===== config.mk =====
export PLATFORM = sky130hd
export DESIGN_NAME = imm_extend_pipe
export DESIGN_NICKNAME = d
export VERILOG_FILES = /design/src/rtl/imm_extend_pipe.sv
export SDC_FILE = /design/constraint.sdc
export NUM_CORES = 1
export LEC_CHECK = 0
export ABC_AREA = 1
export BUFFER_PORTS_ARGS = -buffer_cell sky130_fd_sc_hd__buf_4
export CAP_MARGIN = 20
export CORE_UTILIZATION = 56
export DETAILED_ROUTE_END_ITERATION = 6
export PLACE_DENSITY = 0.79
export SETUP_SLACK_MARGIN = 0.4
export SLEW_MARGIN = 30
export SYNTH_ARGS = -nofsm -noshare
export SYNTH_HDL_FRONTEND = slang
export SYNTH_SLANG_ARGS = --single-unit

===== constraint.sdc =====
create_clock -name clk -period 1.2 [get_ports clk]
set_input_delay 0.12 -clock clk [delete_from_list [all_inputs] [get_ports clk]]
set_output_delay 0.12 -clock clk [all_outputs]
set_load 0.1 [all_outputs]

===== src/rtl/imm_extend_pipe.sv =====
// Immediate extender (sign/zero/upper/branch) feeding a 2-entry FIFO; result, tag and mode are stored at accept time.
// Latency: 1 cycle from accept to out_valid. Backpressure: registered in_ready drops while both entries are full.
module imm_extend_pipe #(
  parameter int IN_W  = 16,
  parameter int OUT_W = 32,
  parameter int TAG_W = 5
) (
  input  logic             clk,
  input  logic             rst_n,
  input  logic             in_valid,
  output logic             in_ready,
  input  logic [IN_W-1:0]  in_imm,
  input  logic [1:0]       in_mode,
  input  logic [TAG_W-1:0] in_tag,
  output logic             out_valid,
  input  logic             out_ready,
  output logic [OUT_W-1:0] out_imm,
  output logic [TAG_W-1:0] out_tag,
  output logic [1:0]       out_mode
);

  localparam int EXT_W = OUT_W - IN_W;

  typedef enum logic [1:0] {
    MODE_SIGN   = 2'b00,
    MODE_ZERO   = 2'b01,
    MODE_UPPER  = 2'b10,
    MODE_BRANCH = 2'b11
  } mode_e;

  typedef struct packed {
    logic [OUT_W-1:0] imm;
    logic [TAG_W-1:0] tag;
    logic [1:0]       mode;
  } entry_t;

  logic [OUT_W-1:0] sext;
  logic [OUT_W-1:0] ext;
  entry_t           wr_entry;
  entry_t           rd_entry;

  always_comb begin
    sext = {{EXT_W{in_imm[IN_W-1]}}, in_imm};
    ext  = sext;
    case (mode_e'(in_mode))
      MODE_SIGN:   ext = sext;
      MODE_ZERO:   ext = {{EXT_W{1'b0}}, in_imm};
      MODE_UPPER:  ext = {in_imm, {EXT_W{1'b0}}};
      // IN_W <= OUT_W-2 guarantees the two dropped MSBs are sign copies.
      MODE_BRANCH: ext = {sext[OUT_W-3:0], 2'b00};
      default:     ext = sext;
    endcase
  end

  assign wr_entry.imm  = ext;
  assign wr_entry.tag  = in_tag;
  assign wr_entry.mode = in_mode;

  entry_t     mem_q [2];
  logic       wr_ptr_q;
  logic       rd_ptr_q;
  logic [1:0] cnt_q;
  logic [1:0] cnt_d;
  logic       rdy_q;
  logic       wr_en;
  logic       rd_en;

  assign wr_en = in_valid && rdy_q;
  assign rd_en = out_ready && (cnt_q != 2'd0);

  always_comb begin
    cnt_d = cnt_q;
    if (wr_en && !rd_en) begin
      cnt_d = cnt_q + 2'd1;
    end else if (!wr_en && rd_en) begin
      cnt_d = cnt_q - 2'd1;
    end
  end

  always_ff @(posedge clk or negedge rst_n) begin
    if (!rst_n) begin
      for (int i = 0; i < 2; i++) begin
        mem_q[i] <= '0;
      end
      wr_ptr_q <= 1'b0;
      rd_ptr_q <= 1'b0;
      cnt_q    <= 2'd0;
      rdy_q    <= 1'b0;
    end else begin
      if (wr_en) begin
        mem_q[wr_ptr_q] <= wr_entry;
        wr_ptr_q        <= ~wr_ptr_q;
      end
      if (rd_en) begin
        rd_ptr_q <= ~rd_ptr_q;
      end
      cnt_q <= cnt_d;
      // Registered so in_ready never depends combinationally on out_ready.
      rdy_q <= (cnt_d != 2'd2);
    end
  end

  assign rd_entry  = mem_q[rd_ptr_q];
  assign in_ready  = rdy_q;
  assign out_valid = (cnt_q != 2'd0);
  assign out_imm   = rd_entry.imm;
  assign out_tag   = rd_entry.tag;
  assign out_mode  = rd_entry.mode;

endmodule


==> metrics.csv, run 1 <==
stage,metric,value,unit
outcome,run_status,stopped before the end,
die,die_w,87.4,um
synth,ys_types,23,
cts,number_of_setup_buffers_added_after_cts,23,
die,initial_utilization,59.2,%
outcome,haltStage,4_1_cts,
die,die_height,87.4,um
cts,tritoncts_num_sinks,83,
placement,routability_cong,0.869,
outcome,flow.first_error,"[ERROR DPL-0038] Utilization greater than 100%, impossible to legalize",
cts,cts_htree_levels,3,
synth,synth_seq_area_share,50.8,%
synth,synthesis.area,0.00409,mm^2
synth,synth_top_area_share,50.8,%
placement,port-buffer-count,67,
synth,synth_cells,537,
placement,detailedPlacementHpwl,7700,um
die,placementRows,30,
cts,post_cts_sizing,319,
synth,synth_top_cell_by_area,sky130_fd_sc_hd__dfrtp_1,
cts,root_buffer,sky130_fd_sc_hd__clkbuf_8,
cts,cts_hold_buffers,1,
cts,ctsLongestPathBuffers,2,
die,io-pin-count,68,
synth,net_count_after_synthesis,565,
synth,synth_area_per_cell,7.61,um^2
synth,synth.top_cells.by_area,"sky130_fd_sc_hd__dfrtp_1 (51%), sky130_fd_sc_hd__nand2_1 (26%), sky130_fd_sc_hd__o21ai_0 (5.6%), sky130_fd_sc_hd__inv_1 (4.0%), sky130_fd_sc_hd__nand3_2 (2.4%)",
synth,synthesis.yosys.warnings,0,
cts,numCtsBuffers,9,
synth,synth-seq-cells,83,
placement,post_dp_cell_area,0.00573,mm^2
[kinds of logic after synthesis]
logic type               Yosys count  synth area share, %
XOR/XNOR                           1                0.214
AND/OR/NAND/NOR                  312                 31.4
buffers and inverters             77                 9.21
AO/OA/AOI/OAI                     63                 8.08
adder cells (fa/ha/maj)            1                0.306
flip-flops                        83                 50.8
[stage by stage]
stage / setup TNS, ns / cells / setup slack [ns] / hold slack, ns
detailed placement: -10.15 / 698 / -0.241 / 0.0807
global placement: -8.55 / 698 / -0.206 / 0.0817
floorplan: -9.86 / 537 / -0.479 / -0.176
[cell usage after synthesis]
library cell / instances
sky130_fd_sc_hd__clkbuf_1: 4
sky130_fd_sc_hd__nand2_1: 287
sky130_fd_sc_hd__inv_4: 1
sky130_fd_sc_hd__inv_2: 1
sky130_fd_sc_hd__inv_1: 44
sky130_fd_sc_hd__o22ai_1: 12
sky130_fd_sc_hd__ha_1: 1
sky130_fd_sc_hd__dfrtp_1: 83
sky130_fd_sc_hd__xor2_1: 1
sky130_fd_sc_hd__buf_6: 3
sky130_fd_sc_hd__buf_8: 1
sky130_fd_sc_hd__nand3_4: 1
sky130_fd_sc_hd__nand3_2: 10
sky130_fd_sc_hd__nand2_4: 2
sky130_fd_sc_hd__nor2_2: 1
sky130_fd_sc_hd__clkinv_2: 1
sky130_fd_sc_hd__buf_4: 9
sky130_fd_sc_hd__buf_2: 13
sky130_fd_sc_hd__o21ai_0: 46
sky130_fd_sc_hd__o21ai_1: 5
sky130_fd_sc_hd__nor2_4: 1
sky130_fd_sc_hd__nand3_1: 8
sky130_fd_sc_hd__nor2_1: 2
==> inputs of run 2 (changes only) <==
CORE_UTILIZATION = 40   (was 56)
PLACE_DENSITY = not set   (was 0.79)
PLACE_DENSITY_LB_ADDON = 0.15   (was not set)
SETUP_SLACK_MARGIN = not set   (was 0.4)
==> metrics.csv, run 2 <==
stage,metric,value,unit
sta,min_period,1.62,ns
cts,root_buffer,sky130_fd_sc_hd__clkbuf_8,
layout,max_reg_flops,78,
cts,clk_latency,0.35,ns
grt,grt.met3_usage,4.27,%
cts,numCtsBuffers,9,
outcome,run_status,"finished, violations left",
setup_path,worst_endpoint_data_arrival_time,1.50,ns
cts,clock_transition_at_path_regs,0.09,ns
drt,drt_iter0_markers,115,
grt,grt_overflow,0,
synth,ys_types,23,
outcome,violations,negative setup slack,
grt,grt_pass1_vias,3651,
cts,cts_htree_levels,3,
die,floorplan.core_area,0.00982,mm^2
setup_path,cp.required,1.08,ns
grt,gr-usage-met2,38.2,%
synth,synthesis.area,0.00409,mm^2
sta,layout_worst_path_cycle_share,135,%
layout,highest_count_cells_in_the_layout_ignoring_fill_and_taps,"sky130_fd_sc_hd__nand2_1 (138), sky130_fd_sc_hd__dfrtp_1 (80), sky130_fd_sc_hd__nand2_2 (78)",
layout,reg_top3,"mem_q x78, cnt_q x2",
placement,routability_cong,0.807,
grt,global_route.usage.total,22.3,%
die,die_height,103,um
placement,detailedPlacementHpwl,7020,um
cts,ctsLongestPathBuffers,2,
sta,clock_skew,0.0106,ns
grt,grt_start_max_net_pins,44,
die,die-area,0.0106,mm^2
synth,synth_top_area_share,50.8,%
layout,insertedDiodeCount,0,
drt,first_pass_iters,4,
sta,timing.final.setup_violations,83,
layout,area_growth_syn_to_layout,77.8,%
grt,gr-usage-met1,29.1,%
synth,synth.top_cells.by_area,"sky130_fd_sc_hd__dfrtp_1 (51%), sky130_fd_sc_hd__nand2_1 (26%), sky130_fd_sc_hd__o21ai_0 (5.6%), sky130_fd_sc_hd__inv_1 (4.0%), sky130_fd_sc_hd__nand3_2 (2.4%)",
sta,grt_setup_unrepaired,yes,
drt,drt.antenna.violating_nets,0,
drt,viasPerCell,4.95,
sta,final.setup.worst_slack,-0.417,ns
grt,number_of_antenna_violations_at_the_first_check_in_global_routing,0,
setup_path,crit_path_end_kind,primary output,
die,initial_utilization,41.6,%
layout,final_area,0.00727,mm^2
synth,postSynth.asyncResetShare,100,%
drt,avgRoutedWirePerCell,16.4,um
cts,tritoncts_num_sinks,83,
synth,synthesis.yosys.warnings,0,
sta,timing_worst_slew_pin_value,0.465,ns
placement,pre_cts_ws,-0.148,ns
sta,achievable-frequency,618,MHz
setup_path,start_kind,register,
drt,routed_wirelength,12500,um
layout,fin_nets,655,
synth,postSynth.topFlopCell,sky130_fd_sc_hd__dfrtp_1,
synth,synth_top_cell_by_area,sky130_fd_sc_hd__dfrtp_1,
die,io-pin-count,68,
drt,detail_route.drc_violations,0,
flow_run,maxCapViolations,0,
synth,synth_most_common_cell,sky130_fd_sc_hd__nand2_1,
setup_path,timing.setup.critical_path_class,reg -> out,
synth,synth-seq-cells,83,
setup_path,critical_path.max_fanout,9,
sta,final_max_slew_viol_count,0,
placement,post_dp_cell_area,0.00537,mm^2
die,placementRows,36,
synth,net_count_after_synthesis,565,
layout,registers.top_by_ff_count,mem_q,
layout,layout-drive-gt1-share,53.8,%
grt,grt_first_pass_wirelength,17900,um
grt,top_usage_layer,met2,
synth,synth_enable_flop_cells,0,
placement,port-buffer-count,67,
sta,maxSlewHeadroom,68.7,%
die,die_w,103,um
drt,via_count,3780,
cts,tritoncts,done,
synth,synth_seq_area_share,50.8,%
hold_path,min-delay-path-class,in -> reg,
layout,final_common_cell,sky130_fd_sc_hd__nand2_1,
sta,holdWs,0.0270,ns
sta,timing.final.hold_violations,0,
synth,synth_area_per_cell,7.61,um^2
synth,netlist_top_cells_count,"sky130_fd_sc_hd__nand2_1 (287), sky130_fd_sc_hd__dfrtp_1 (83), sky130_fd_sc_hd__o21ai_0 (46)",
synth,synth_cells,537,
layout,utilization,74.0,%
-- run 2: cell counts after synthesis --
No cell type changed its count.
-- run 2: path summary, 6_finish.rpt --
check,from,endpoint,slack (ns),cells past startpoint
setup / recovery,rd_ptr_q,out_imm[15],-0.42,4
hold / removal,in_tag[2],mem_q[4],0.03,3
setup reg to reg,cnt_q[0],in_ready,-0.12,8
hold reg to reg,mem_q[20],mem_q[20],0.49,2
max in group asynchronous,rst_n,rd_ptr_q,0.68,3
min in group asynchronous,rst_n,mem_q[7],0.29,3
-- run 2: final cells by class --
cell class,count,area (um^2)
Clock buffer,9,124
Clock inverter,5,56.3
Fill cell,698,2550
Inverter,47,204
Multi-Input combinational cell,377,2870
Sequential cell,83,2080
Tap cell,133,166
Timing Repair Buffer,109,1770
-- run 2: critical path, stage by stage, from the launching register on --
cell and delay (ns):
sky130_fd_sc_hd__dfrtp_2 0.45, sky130_fd_sc_hd__buf_12 0.16, sky130_fd_sc_hd__buf_16 0.16, sky130_fd_sc_hd__o21ai_4 0.18
sky130_fd_sc_hd__buf_12 0.20
-- run 2: cells by family after synthesis --
kind of cell	count (synthesis)	share of synthesized area [%]
simple gates	312	31.4
flops	83	50.8
compound gates	63	8.08
fa+ha+maj	1	0.306
xor+xnor	1	0.214
buf+inv	77	9.21
-- run 2: through the flow --
step | std cells | setup TNS, ns
floorplan | 537 | -9.27
global placement | 725 | -6.07
detailed placement | 725 | -8.02
CTS | 747 | -16.25
global route | 763 | -20.29
finish | 763 | -15.79
-- run 2: routing by layer --
layer	routed length (um)	share of wire [%]	vias up
met5	0	0	-
met4	255	2.0	0
met3	425	3.4	22
met2	6740	54	78
met1	5100	41	1836
li1	-	-	1844
-- run 2: timing repair --
| item | 4_1_cts | 5_1_grt |
|---|---|---|
| buffers inserted | 4 | 6 |
| cloned | 3 | 12 |
| pin swaps | 4 | 29 |
| hold buffers | 1 | 0 |
| endpoints found under the setup margin | 81 | 117 |
| hold endpoints to repair | 83 | 0 |
| resized for setup | 148 | 186 |
Power of run 2 is left out: the tool's default activity adds up to more than one toggle a clock period on the data nets, which glitch-free logic cannot reach.
